## src/rtl/sar_search_n.sv

```systemverilog
//------------------------------------------------------------------------------
// Module      : sar_search_n
// Description : Successive-approximation controller that drives a signed
//               less-than comparator and rebuilds its target one bit per step.
// Revision    : 1.0 - initial release
//------------------------------------------------------------------------------
`default_nettype none

module sar_search_n #(
  parameter int N       = 32,
  parameter int CMP_LAT = 0
) (
  input  logic         clk,
  input  logic         rst,
  input  logic         start,
  output logic         busy,
  output logic [N-1:0] trial,
  input  logic         lt,
  output logic [N-1:0] result,
  output logic         done
);

  localparam int               c_kw        = $clog2(N);
  localparam logic [N-1:0]     c_msb       = {1'b1, {(N-1){1'b0}}};
  localparam logic [c_kw-1:0]  c_k_top     = c_kw'(N - 1);
  localparam logic [c_kw-1:0]  c_k_one     = c_kw'(1);
  localparam logic [c_kw-1:0]  c_k_zero    = '0;
  localparam logic [2:0]       c_wait_last = 3'(CMP_LAT);

  typedef enum logic [1:0] {
    S_IDLE = 2'd0,
    S_TRY  = 2'd1,
    S_DONE = 2'd2
  } state_t;

  state_t          r_state;
  logic [N-1:0]    r_code;
  logic [c_kw-1:0] r_k;
  logic [2:0]      r_wait;

  logic [c_kw-1:0] w_k_dec;
  logic [N-1:0]    w_code_dec;
  logic [N-1:0]    w_code_next;

  // Offset-binary code: flipping the MSB maps unsigned order onto signed order.
  assign trial   = {~r_code[N-1], r_code[N-2:0]};
  assign w_k_dec = r_k - c_k_one;

  always_comb begin
    w_code_dec = r_code;
    if (lt) begin
      w_code_dec[r_k] = 1'b0;
    end
    w_code_next          = w_code_dec;
    w_code_next[w_k_dec] = 1'b1;
  end

  always_ff @(posedge clk) begin
    if (rst) begin
      r_state <= S_IDLE;
      r_code  <= c_msb;
      r_k     <= c_k_top;
      r_wait  <= 3'd0;
      busy    <= 1'b0;
      done    <= 1'b0;
      result  <= '0;
    end else begin
      done <= 1'b0;
      case (r_state)
        S_IDLE: begin
          if (start) begin
            r_code  <= c_msb;
            r_k     <= c_k_top;
            r_wait  <= 3'd0;
            busy    <= 1'b1;
            r_state <= S_TRY;
          end
        end
        S_TRY: begin
          // lt only refers to the current trial once the comparator pipeline has filled.
          if (r_wait == c_wait_last) begin
            r_wait <= 3'd0;
            if (r_k == c_k_zero) begin
              r_code  <= w_code_dec;
              result  <= {~w_code_dec[N-1], w_code_dec[N-2:0]};
              done    <= 1'b1;
              busy    <= 1'b0;
              r_state <= S_DONE;
            end else begin
              r_code <= w_code_next;
              r_k    <= w_k_dec;
            end
          end else begin
            r_wait <= r_wait + 3'd1;
          end
        end
        S_DONE: begin
          r_state <= S_IDLE;
        end
        default: begin
          r_state <= S_IDLE;
        end
      endcase
    end
  end

endmodule

`default_nettype wire
```

## config.mk

```make
export PLATFORM = sky130hd
export DESIGN_NAME = sar_search_n
export DESIGN_NICKNAME = d
export VERILOG_FILES = /design/src/rtl/sar_search_n.sv
export SDC_FILE = /design/constraint.sdc
export NUM_CORES = 1
export LEC_CHECK = 0
export CORE_ASPECT_RATIO = 1.4
export CORE_MARGIN = 1
export CORE_UTILIZATION = 57
export DETAILED_ROUTE_END_ITERATION = 10
export PLACE_DENSITY_LB_ADDON = 0.1
export SLEW_MARGIN = 10
export SYNTH_ARGS = -nofsm -noshare
export SYNTH_HDL_FRONTEND = slang
export SYNTH_SLANG_ARGS = --single-unit
```

## constraint.sdc

```tcl
create_clock -name clk -period 3.25 [get_ports clk]
set_input_delay 0.4875 -clock clk [delete_from_list [all_inputs] [get_ports clk]]
set_output_delay 0.4875 -clock clk [all_outputs]
set_load 0.02 [all_outputs]
```

==> flow_summary.yaml <==
status:
  status: "finished, final reports clean"
setup_path:
  cp_max_fo: 32
  r2r-start: "r_k[0]"
  cp_data_arrival_time_ns: 2.62
  r2r-end: "result[31]"
  path_class: "reg -> reg"
  cp-start-kind: "register"
  slowest_stage: "or4b_4"
  path_cells: "inv_1 -> ha_1 -> or4b_4 -> nor2_8 -> nor2_1 -> a311oi_1"
  worstRegToRegCells: 6
  max_stage_delay_ns: 0.58
  end_kind: "register"
  crit_start: "r_k[0]"
  r2r_slack_ns: 0.90
  required_ns: 3.52
die:
  die_height_um: 99.3
  ios: 70
  fp.dieArea_um2: 7090
  rows: 35
  initial_utilization_pct: 58.6
  die_w_um: 71.5
  core_um2: 6570
min_path:
  min-delay-start: "result[0]"
  min_path_cells: 2
  holdPathEnd: "result[0]"
  min_path_type: "reg -> reg"
clock_tree:
  cts_max_path_buffers: 2
  clock-sinks: 76
  cts_tree: "done"
  htreeDepth: 3
  cts-root-buf: "clkbuf_8"
  cts.clk_slew.worst_paths_ns: 0.08
  cts_resized: 0
  clkLatencyLatePin_ns: 0.36
  holdBufCountCts: 0
  postCtsSetupRepairBufs: 0
  cts_made_buffers: 9
route:
  via_per_inst: 6.04
  drt_wl_total_um: 9930
  avgRoutedWirePerCell_um: 17.1
  route.vias.total: 3506
  routed.top_layer: "met4"
  route.met2.wl_um: 5120
  drc_errors: 0
  dr.first_iter.drc_count: 375
  ant_nets: 0
  wl_met3_um: 507
  drtPass1Iterations: 8
  drt-met1-wl_um: 4140
synthesis:
  synth_top_area_share_pct: 39.5
  yosysMostFrequentCell: "dfxtp_1"
  netlist_area_um2: 3850
  yosysSeqAreaShare_pct: 39.5
  synthCells: 482
  synth-edff-count: 0
  syn-num-nets: 493
  async_flop_share_pct: 0
  ys_ff_latch: 76
  ys.flop_type: "dfxtp_1"
  ys_warn_count: 0
  synth.cells.most_frequent: "dfxtp_1, a21oi_1, nand2_1, nand3_1, buf_4"
  syn_area_per_cell_um2: 7.99
  ys_top_cells_by_area: "dfxtp_1, a21oi_1, nand3_1, buf_4, nand2_1"
  ys_types: 43
  yosysTopAreaCell: "dfxtp_1"
placed_design:
  dp.final_hpwl_um: 6740
  io_buffers: 69
  placed_cells: 564
  globalplace.congestion: 0.894
global_route:
  grt_max_degree: 43
  grt_pass1_vias: 3325
  grtUsageTotal_pct: 29.5
  antenna_found_initial: 0
  grt_pass1_wl_um: 16500
  grt-ovfl-total: 0
finish:
  nets: 512
  n_antenna_cell: 0
  n_fill_cell: 567
  area_growth_pct: 16.7
  finalNonFillerCells: 580
  drive_gt1_share_pct: 5.93
run:
  max-cap-violations: 0
power_and_ir_drop:
  p_per_area_nw_per_um2: 415
  peakVddDrop_mv: 0.368
  power_leakage_nw: 1.48
sta:
  tns_ns: 0
  clock-skew-final_ns: 0.00955
  setup_violations: 0
  holdWs_ns: 0.449
  period_needed_ns: 2.35
  fin_crit_sh_pct: 72.2
  tightest_slew_ns: 0.872
  slew_headroom_pct: 41.8
  hold_viol: 0
  drv_slew: 0
  rsz0062_at_grt: "no"
  timing.fmax_ghz: 0.426
## worst max-delay path by stage
| stage | end | slack [ns] |
|---|---|---|
| after global routing | result[31] | 0.65 |
| after floorplan | result[0] | 1.44 |
| after global placement | r_code[29] | 0.88 |
| after detailed placement | r_code[2] | 0.75 |
| final | result[31] | 0.90 |
| after CTS | result[31] | 0.89 |
## layer usage
metal  global-route usage [%]  vias to the layer above
met5                        0                        -
met4                     13.1                        0
met3                     4.36                       19
met2                     51.1                      118
met1                     36.1                     1667
li1                         -                     1702
## placed cells by master (no fill, tap or decap), types with 3 or more instances in the layout
cell type,netlist,routed
clkdlybuf4s50_1,0,68
dfxtp_1,76,76
inv_1,29,29
clkbuf_8,0,9
a32oi_1,3,3
a21oi_1,69,69
or2_2,3,3
nor2b_1,6,6
and3b_1,3,3
and3_1,3,3
buf_4,31,7
nand3b_1,4,4
o32ai_1,22,22
clkbuf_1,19,3
a22oi_1,4,4
a31oi_1,3,3
nor2_1,13,13
nor3_1,5,5
o21ai_0,12,12
o22ai_1,3,3
nand2b_1,11,11
nand3_1,51,51
ha_1,7,7
nand2_1,61,61
## worst max-delay path: cells and delay by family, from the launching register on
kind | cells | cell delay, ns
adders and majority gates | 1 | 0.42
DFF | 1 | 0.36
AOI/OAI and AO/OA | 1 | 0.25
buffers and inverters | 1 | 0.16
and+or+nand+nor | 3 | 1.06
## power breakdown
part	internal (mW)	switching (mW)	total, mW
clock	0.434	0.352	0.786
combinational	0.0437	0.0880	0.132
sequential	0.937	0.00986	0.947
## metrics by stage
step                      total power [mW]  setup slack [ns]  cell area, µm²  util [%]
after CTS                             1.87             0.894            4490      68.4
after global placement                1.09             0.884            4290      65.2
final                                 1.86             0.902            4490      68.4
after global routing                  1.92             0.652            4490      68.4
after detailed placement              1.10             0.747            4290      65.2
after floorplan                       1.06              1.44            3850         -
## registers in the layout, indices dropped and copies added (netlist names)
register  cells
busy          1
r_code       32
done          1
r_wait        3
r_k           5
r_state       2
result       32
## kinds of logic (layout without fill, tap and decap cells)
logic type | Yosys count | in the layout | synth area share [%]
XOR/XNOR | 2 | 2 | 0.455
adder cells (fa/ha/maj) | 7 | 7 | 2.27
AO/OA/AOI/OAI | 130 | 130 | 21.1
flip-flops | 76 | 76 | 39.5
buffers and inverters | 97 | 121 | 13.5
AND/OR/NAND/NOR | 170 | 170 | 23.2
## final cells by class
| type | count | area, µm² | area share (%) |
|---|---|---|---|
| Multi-Input combinational cell | 309 | 1820 | 40.6 |
| Sequential cell | 76 | 1520 | 33.9 |
| Clock buffer | 12 | 135 | 3.01 |
| Timing Repair Buffer | 76 | 738 | 16.4 |
| Tap cell | 74 | 92.6 | 2.06 |
| Clock inverter | 4 | 73.8 | 1.64 |
| Inverter | 29 | 109 | 2.42 |
Power figures use the tool's default switching activity.
